**src/rtl/cpuarb_pkg.sv**
```systemverilog
// cpuarb_tdm shared package: width helpers, defaults, owner decode.
// Optional wait stretching is selected by the ARB_WAIT_EN macro.
package cpuarb_pkg;

  localparam int MAXCPU     = 8;
  localparam int D_NCPU     = 3;
  localparam int D_NSLOT    = 4;
  localparam int D_SLOTLEN  = 4;
  localparam int D_AW       = 16;
  localparam int D_DW       = 8;
  localparam int D_WAIT_MAX = 15;

  // Counter width for a modulus of n, never narrower than one bit
  function automatic int cw(input int n);
    return (n > 1) ? $clog2(n) : 1;
  endfunction

  // One-hot owner vector for a slot; idle slots map to all zeros
  function automatic logic [MAXCPU-1:0] slot_onehot(
    input int slot,
    input int ncpu
  );
    logic [MAXCPU-1:0] oh;
    oh = '0;
    if (slot < ncpu && slot < MAXCPU)
      oh = MAXCPU'(1) << slot;
    return oh;
  endfunction

endpackage

```
**src/rtl/cpuarb_tdm_timer.sv**
```systemverilog
// arb_slot_timer: phase, slot and (with ARB_WAIT_EN) wait counters.
// o_advance marks the cycle on which the current slot completes.
module arb_slot_timer
  import cpuarb_pkg::*;
#(
  parameter  int NCPU     = D_NCPU,
  parameter  int NSLOT    = D_NSLOT,
  parameter  int SLOTLEN  = D_SLOTLEN,
  parameter  int WAIT_MAX = D_WAIT_MAX,
  localparam int PW       = cw(SLOTLEN),
  localparam int SW       = cw(NSLOT)
) (
  input  logic          clk,
  input  logic          rst_n,
  input  logic          i_wait,
  output logic [PW-1:0] o_phase,
  output logic [SW-1:0] o_slot,
  output logic          o_owner_valid,
  output logic          o_last_phase,
  output logic          o_advance,
  output logic          o_timeout
);

  logic [PW-1:0] r_phase;
  logic [SW-1:0] r_slot;

  assign o_phase       = r_phase;
  assign o_slot        = r_slot;
  assign o_last_phase  = (r_phase == PW'(SLOTLEN - 1));
  assign o_owner_valid = (int'(r_slot) < NCPU);

`ifdef ARB_WAIT_EN
  localparam int WW = cw(WAIT_MAX + 1);

  logic [WW-1:0] r_wait;
  logic          w_full;
  logic          w_hold;

  assign w_full    = (r_wait == WW'(WAIT_MAX));
  assign w_hold    = o_last_phase & o_owner_valid & i_wait & ~w_full;
  assign o_advance = o_last_phase & ~w_hold;
  assign o_timeout = o_last_phase & o_owner_valid & i_wait & w_full;

  // Count held cycles of the owned last phase; cleared as a slot ends
  always_ff @(posedge clk) begin
    if (!rst_n)
      r_wait <= '0;
    else if (o_advance)
      r_wait <= '0;
    else if (w_hold)
      r_wait <= r_wait + WW'(1);
  end
`else
  logic w_unused_wait;

  assign w_unused_wait = i_wait;
  assign o_advance     = o_last_phase;
  assign o_timeout     = 1'b0;
`endif

  // Step phase each cycle; step slot and wrap phase when a slot ends
  always_ff @(posedge clk) begin
    if (!rst_n) begin
      r_phase <= '0;
      r_slot  <= '0;
    end else if (o_advance) begin
      r_phase <= '0;
      r_slot  <= (r_slot == SW'(NSLOT - 1)) ? '0 : r_slot + SW'(1);
    end else if (!o_last_phase) begin
      r_phase <= r_phase + PW'(1);
    end
  end

endmodule

```
**src/rtl/cpuarb_tdm.sv**
```systemverilog
// cpuarb_tdm: TDM arbiter sharing one device bus among NCPU CPUs.
// Define ARB_WAIT_EN to let DEV_WAIT stretch an owned slot.
module cpuarb_tdm
  import cpuarb_pkg::*;
#(
  parameter  int NCPU     = D_NCPU,
  parameter  int NSLOT    = D_NSLOT,
  parameter  int SLOTLEN  = D_SLOTLEN,
  parameter  int AW       = D_AW,
  parameter  int DW       = D_DW,
  parameter  int WAIT_MAX = D_WAIT_MAX,
  localparam int SW       = cw(NSLOT)
) (
  input  logic               MCLK,
  input  logic               RESET_N,
  output logic [NCPU-1:0]    CPU_CE,
  input  logic [NCPU*AW-1:0] CPU_AD,
  input  logic [NCPU-1:0]    CPU_RD,
  input  logic [NCPU-1:0]    CPU_WR,
  input  logic [NCPU*DW-1:0] CPU_DO,
  output logic [NCPU*DW-1:0] CPU_DI,
  output logic [NCPU-1:0]    CPU_DV,
  output logic               DEV_CE,
  output logic [AW-1:0]      DEV_AD,
  output logic               DEV_RD,
  output logic               DEV_WR,
  output logic [DW-1:0]      DEV_DI,
  input  logic [DW-1:0]      DEV_DO,
  input  logic               DEV_DV,
  input  logic               DEV_WAIT,
  output logic [SW-1:0]      SLOT
);

  localparam int PW = cw(SLOTLEN);

  logic [PW-1:0]     w_phase;
  logic [SW-1:0]     w_slot;
  logic              w_owner_valid;
  logic              w_last_phase;
  logic              w_adv;
  logic              w_timeout;
  logic              w_cap;
  logic              w_wr;
  logic [MAXCPU-1:0] w_oh;
  logic              w_unused_oh;
  logic [NCPU-1:0]   w_sel;

  logic [NCPU-1:0]    r_ce;
  logic [NCPU-1:0]    r_dv;
  logic [NCPU*DW-1:0] r_di;

  arb_slot_timer #(
    .NCPU     (NCPU),
    .NSLOT    (NSLOT),
    .SLOTLEN  (SLOTLEN),
    .WAIT_MAX (WAIT_MAX)
  ) u_timer (
    .clk           (MCLK),
    .rst_n         (RESET_N),
    .i_wait        (DEV_WAIT),
    .o_phase       (w_phase),
    .o_slot        (w_slot),
    .o_owner_valid (w_owner_valid),
    .o_last_phase  (w_last_phase),
    .o_advance     (w_adv),
    .o_timeout     (w_timeout)
  );

  assign w_oh        = slot_onehot(int'(w_slot), NCPU);
  assign w_unused_oh = ^w_oh;
  assign w_sel       = w_owner_valid ? w_oh[NCPU-1:0] : '0;
  assign w_cap       = w_last_phase & w_adv;

  assign SLOT   = w_slot;
  assign CPU_CE = r_ce;
  assign CPU_DI = r_di;
  assign CPU_DV = r_dv;
  assign DEV_CE = (w_phase != '0);
  assign DEV_WR = w_wr & (w_phase != '0);

  // Route the owner's bus onto the device side; idle slots drive zero
  always_comb begin
    DEV_AD = '0;
    DEV_RD = 1'b0;
    DEV_DI = '0;
    w_wr   = 1'b0;
    for (int n = 0; n < NCPU; n++) begin
      if (w_sel[n]) begin
        DEV_AD = CPU_AD[n*AW +: AW];
        DEV_RD = CPU_RD[n];
        DEV_DI = CPU_DO[n*DW +: DW];
        w_wr   = CPU_WR[n];
      end
    end
  end

  // Capture device data for the owner and emit its CE one cycle later
  always_ff @(posedge MCLK) begin
    if (!RESET_N) begin
      r_ce <= '0;
      r_di <= '0;
      r_dv <= '0;
    end else begin
      r_ce <= w_cap ? w_sel : '0;
      for (int n = 0; n < NCPU; n++) begin
        if (w_cap && w_sel[n]) begin
          r_di[n*DW +: DW] <= w_timeout ? '1 : DEV_DO;
          r_dv[n]          <= DEV_DV & ~w_timeout;
        end
      end
    end
  end

endmodule
```
**config.mk**
```make
export PLATFORM = sky130hd
export DESIGN_NAME = cpuarb_tdm
export DESIGN_NICKNAME = d
export VERILOG_FILES = /design/src/rtl/cpuarb_pkg.sv /design/src/rtl/cpuarb_tdm_timer.sv /design/src/rtl/cpuarb_tdm.sv
export SDC_FILE = /design/constraint.sdc
export NUM_CORES = 1
export LEC_CHECK = 0
export CORE_UTILIZATION = 30
export DETAILED_ROUTE_END_ITERATION = 12
export DONT_BUFFER_PORTS = 1
export SLEW_MARGIN = 10
export SYNTH_ARGS = -nofsm -noshare
export SYNTH_HDL_FRONTEND = slang
export SYNTH_HIERARCHICAL = 1
export SYNTH_SLANG_ARGS = --single-unit
export TNS_END_PERCENT = 20
```
**constraint.sdc**
```tcl
create_clock -name MCLK -period 1.54 [get_ports MCLK]
set_input_delay 0 -clock MCLK [delete_from_list [all_inputs] [get_ports MCLK]]
set_output_delay 0 -clock MCLK [all_outputs]
set_load 0.005 [all_outputs]
```
==> flow_summary.yaml, run 1 <==
synthesis:
  synth_compound_area_share_pct: 11.45
  ys_warn_count: 6
  synth_commonest_cells: "mux2i_1 (54), nand2_1 (54), dfxtp_1 (34), or2_2 (27), a21boi_0 (25)"
  async_flop_share_pct: 0
  ys_ff_latch: 34
  synth_xor_area_share_pct: 0
  postSynthCellCount: 244
  synth_top_area_share_pct: 32.44
  syn-cell-area_um2: 2098
  synth_fp_nets: 337
  synth_mux_area_share_pct: 25.76
  yosys.area_share.simple_pct: 22.66
  synth_cell_types: 26
  synth-edff-count: 0
  ys_seq_area_share_pct: 32.44
  yosys.area.top_type: "dfxtp_1"
  ys.flop_type: "dfxtp_1"
  synthAdderAreaFrac_pct: 1.789
  synth.avg_cell_area_um2: 8.599
  synth_area_leaders: "dfxtp_1 (32%), mux2i_1 (26%), nand2_1 (9.7%), a21boi_0 (8.9%), or2_2 (8.1%)"
  synth_top_family_by_area: "multiplexers"
power_and_ir_drop:
  comb_power_share_pct: 18.0
  p_sw_share_pct: 24.63
  p_per_area_nw_per_um2: 723.5
  vdd_drop_max_mv: 0.5939
  power_frac_clock_pct: 34.1
  power.switching_mw: 0.4613
  seq_power_share_pct: 47.9
  p_int_mw: 1.412
  power_leakage_nw: 0.9820
global_route:
  track_usage_pct: 13.49
  grt_pass1_vias: 1571
  grt_overflow: 0
  grt_pass1_wl_um: 7741
  antenna_found_initial: 0
  grt_max_degree: 41
clock_network:
  cts_buffers: 5
  clk_latency_ps: 280
  cts.sinks: 34
  clockBufferDepth: 2
  clkTransAtPathRegs_ps: 60
  htree_levels: 2
  cts_root_buffer: "clkbuf_8"
  cts_tree: "yes"
route:
  drc: 0
  num_vias: 1688
  routed_wirelength_um: 5388
  drt_iter0_drc: 60
  wl_per_cell_um: 16.28
  antenna_left: 0
  drt-vias-per-instance: 5.100
  first_pass_iters: 4
cells_and_area:
  antenna_cells: 0
  multiInputGateArea_um2: 1409
  nets: 345
  seq_area_um2: 685.7
  finalNonFillerCells: 331
  utilization_pct: 38.31
  drive_gt1_share_pct: 34.26
  area_growth_pct: 23.37
  fillers: 671
die:
  die_w_um: 85.63
  coreArea_um2: 6756
  io_pins: 149
  initial_utilization_pct: 31.06
  chipHeight_um: 85.63
  rows: 30
  dieArea_um2: 7333
placement:
  numPortBuffers: 0
  dp.cells: 315
  place_ws_ps: 10.07
  hpwl_um: 3621
  gp_congestion: 0.6727
critical_path:
  arrival_ps: 1500
  cp_slowest_stage_delay_ps: 340
  cp-start-kind: "flop"
  worstPathMaxFanout: 7
  critPathCaptureType: "output port"
  required_ps: 1540
  critical_path_class: "reg2out"
  path_cells: "buf_12 > buf_4 > mux2i_1 > or2_2 > a21oi_2"
  cp_top_family: "flip-flops"
  crit_buf_inv: 2
  crit_slowest_cell: "dfxtp_2"
timing:
  timing.hold.ws_ps: -0.07286
  grt_setup_unrepaired: "yes"
  hold_viol_final: 1
  layout_worst_path_cycle_share_pct: 97.54
  slew_viol_final: 0
  fin_crit_ps: 1502
  timing.fmax_mhz: 665.8
  setup_ws_ps: 37.95
  finClkSkew_ps: 3.792
  setup_viol: 0
status:
  status: "finished, violations left"
  violations: "negative hold slack"
hold_path:
  hold_path_class: "in2reg"
flow_run:
  maxCapViolCount: 0
==> cells in the final DEF, fill, tap and decap left out, drive strengths merged, types with 2 or more instances in the layout <==
master | netlist | final
inv | 2 | 2
o21ai | 8 | 8
nor3b | 3 | 3
ha | 3 | 3
dfxtp | 34 | 34
mux2i | 54 | 54
or2 | 27 | 27
clkbuf | 11 | 6
buf | 9 | 19
nor2b | 3 | 3
nand2 | 54 | 54
a21boi | 25 | 25
==> per-stage QoR <==
| stage | instance area [um^2] | total power, mW | hold slack, ps | setup TNS [ps] |
|---|---|---|---|---|
| after floorplan | 2101 | 1.140 | 100.1 | 0 |
| after global placement | 2232 | 1.167 | 126.6 | 0 |
| after detailed placement | 2232 | 1.172 | 127.2 | 0 |
| after CTS | 2506 | 1.885 | 0.2997 | 0 |
| after global routing | 2589 | 1.963 | 7.472 | -125.3 |
| final | 2589 | 1.873 | -0.07286 | 0 |
==> flip-flops by register name, indices dropped and copies added, names as in the netlist <==
signal / cells
CPU_DI: 24
CPU_CE: 3
CPU_DV: 3
u_timer/o_slot: 2
u_timer/o_phase: 2
==> area by class of cell <==
| cell class | instances | area share, % |
|---|---|---|
| clock buffer | 6 | 3.190 |
| inverter | 2 | 0.2900 |
| multi-input combinational | 188 | 54.42 |
| sequential | 34 | 26.49 |
| tap | 80 | 3.867 |
| timing repair buffer | 21 | 11.74 |
==> power by group through the flow <==
stage	Combinational, mW	Sequential [mW]	Clock (mW)
3_3_place_gp	0.251	0.916	0
2_1_floorplan	0.221	0.919	0
5_1_grt	0.367	0.898	0.698
6_report	0.337	0.897	0.639
4_1_cts	0.328	0.898	0.659
3_5_place_dp	0.255	0.917	0
==> final timing paths <==
| path | start | end | slack, ps | cells after the start |
|---|---|---|---|---|
| worst max-delay path | u_timer/o_slot[0]$_SDFFE_PN0N_ | DEV_WR | 40 | 5 |
| worst min register to register | CPU_DI[7]$_SDFFE_PN0P_ | CPU_DI[7]$_SDFFE_PN0P_ | 480 | 2 |
| worst max register to register | u_timer/o_slot[1]$_SDFFE_PN0N_ | CPU_DI[15]$_SDFFE_PN0P_ | 50 | 6 |
| worst min-delay path | DEV_DO[1] | CPU_DI[9]$_SDFFE_PN0P_ | -0.07 | 2 |
==> kinds of logic after synthesis <==
family,Yosys count
buf+inv,22
mux,54
simple gates,95
compound gates,35
flops,34
fa+ha+maj,3
other cells,1
==> timing repair <==
action	CTS	global route
gates cloned	2	1
resized for setup	48	17
buffers inserted	2	3
setup endpoints to repair	26	32
endpoints found under the hold margin	34	0
pin swaps	1	2
hold buffers	2	0
==> metal layers <==
metal | share of wire (%) | vias up | track usage, % | routed length [um]
met5 | 0 | - | 0 | 0
met4 | 1.3 | 0 | 3.939 | 68
met3 | 11 | 7 | 5.486 | 577
met2 | 49 | 91 | 24.65 | 2633
met1 | 39 | 758 | 14.19 | 2109
li1 | - | 832 | - | -
==> worst register-to-register path: cells and delay by family (launching register included) <==
kind	cells	cell delay, ps
flops	1	360
simple gates	2	480
buf+inv	2	220
mux	1	120
fa+ha+maj	1	190
No activity file was read; power rests on OpenSTA's default activity.
==> run 2, diff against run 1 <==
clock period = 1.4 ns   (was 1.54 ns; I/O delays follow)
==> run 2 against run 1 <==
Effect of this change:
- die area stayed put
- first-iteration DRC count down 60%
- the flow finishes with violations (negative setup slack)
- final area is 14% higher
- largest power group unchanged
- sequential cell count is the same
- routed wire length up 22%
- critical endpoint is now DEV_AD[3]
- largest cell class unchanged
- worst hold slack gained 21 ps
- critical path depth unchanged
==> flow_summary.yaml, run 2 (synthesized netlist as in run 1, its figures left out) <==
critical_path:
  critical_path_class: "reg2out"
  arrival_ps: 1500
  cp-start-kind: "flop"
  r2r_cells: 4
  critPathCaptureType: "output port"
  required_ps: 1400
  worstPathMaxFanout: 5
  cp-startpoint: "u_timer/o_slot[0]$_SDFFE_PN0N_"
  timing.rr.start: "u_timer/o_slot[1]$_SDFFE_PN0N_"
die:
  io_pins: 149
  initial_utilization_pct: 31.06
  dieArea_um2: 7333
  chipHeight_um: 85.63
  rows: 30
  coreArea_um2: 6756
  die_w_um: 85.63
route:
  drt_iter0_drc: 24
  antenna_left: 0
  wl_per_cell_um: 18.60
  routed_wirelength_um: 6566
  drt-vias-per-instance: 5.150
  num_vias: 1818
  drc: 0
  first_pass_iters: 4
cells_and_area:
  antenna_cells: 0
  mostFrequentLayoutCells: "mux2i_1 (54), nand2_1 (41), dfxtp_1 (30), a21boi_2 (21), buf_4 (18)"
  area_growth_pct: 41.09
  utilization_pct: 43.81
  largest_reg_flops: 24
  nets: 365
  final_common_cell: "mux2i_1"
  drive_gt1_share_pct: 43.22
placement:
  place_ws_ps: -110.8
  numPortBuffers: 0
  gp_congestion: 0.6950
  hpwl_um: 4227
timing:
  timing.fmax_mhz: 667.1
  timing.hold.ws_ps: 20.93
  fin_crit_ps: 1499
  setup_viol: 43
  grt_setup_unrepaired: "yes"
  tns_ps: -2228
  setup_ws_ps: -99.06
  hold_viol_final: 0
  layout_worst_path_cycle_share_pct: 107.1
  finClkSkew_ps: 3.184
  slew_viol_final: 0
power_and_ir_drop:
  comb_power_share_pct: 21.0
  power.switching_mw: 0.5517
  seq_power_share_pct: 45.4
  p_int_mw: 1.637
  power_mw: 2.188
  p_sw_share_pct: 25.21
  p_per_area_nw_per_um2: 739.2
  vdd_drop_max_mv: 0.5995
  power_frac_clock_pct: 33.6
  power_leakage_nw: 1.157
hold_path:
  hp-start: "DEV_DO[6]"
  hold_path_class: "in2reg"
  hold_path_depth: 2
global_route:
  grt_pass1_wl_um: 8756
  grt_pass1_vias: 1724
  antenna_found_initial: 0
  track_usage_pct: 15.43
  grt_max_degree: 41
  grt_overflow: 0
clock_network:
  clk_latency_ps: 280
  cts_tree: "yes"
  cts_buffers: 5
  cts.sinks: 34
  cts_root_buffer: "clkbuf_8"
  htree_levels: 2
  clkTransAtPathRegs_ps: 70
  clockBufferDepth: 2
flow_run:
  maxCapViolCount: 0
status:
  status: "finished, violations left"
  violations: "negative setup slack"
## run 2: area by class of cell
cell class	instances	area [um^2]
fill	652	3796
multi-input combinational	188	1519
sequential	34	690.7
timing repair buffer	41	549.3
tap	80	100.1
clock buffer	7	86.33
inverter	2	10.01
clock inverter	1	5.005
## run 2: layer usage
metal | vias to the layer above | GRT usage, % | share of wire [%]
met5 | - | 0 | 0
met4 | 0 | 3.030 | 0.72
met2 | 94 | 29.31 | 53
li1 | 870 | - | -
met1 | 852 | 15.92 | 36
met3 | 2 | 6.256 | 9.8
## run 2: power groups by stage
stage                     Combinational [mW]  Clock [mW]  Sequential, mW
after detailed placement               0.309           0            1.01
after global placement                 0.301           0            1.01
after CTS                              0.391       0.766           0.992
after global routing                   0.491       0.794           0.995
final                                  0.459       0.735           0.994
after floorplan                        0.245           0            1.02
## run 2: worst paths after layout
check / endpoint / slack (ps)
setup / recovery: DEV_AD[3] / -100
hold / removal: CPU_DI[6]$_SDFFE_PN0P_ / 20
setup reg to reg: CPU_DI[9]$_SDFFE_PN0P_ / -70
hold reg to reg: CPU_DI[20]$_SDFFE_PN0P_ / 480
## run 2: critical path: stages (launching register included)
cell and delay, ps:
dfxtp_4 380, clkbuf_16 170, buf_12 130, mux2i_1 100, or2_2 280, a21boi_2 160
## run 2: per-stage QoR
| step | std cells | instance area [um^2] |
|---|---|---|
| after floorplan | 244 | 2133 |
| after global placement | 326 | 2336 |
| after detailed placement | 326 | 2336 |
| after CTS | 343 | 2694 |
| after global routing | 353 | 2960 |
| final | 353 | 2960 |
## run 2: what timing repair did
item	CTS	global route
gates cloned	3	3
resized for setup	52	37
endpoints found under the hold margin	34	0
endpoints found under the setup margin	49	55
buffers inserted	0	7
pin swaps	6	10
hold buffers	6	0
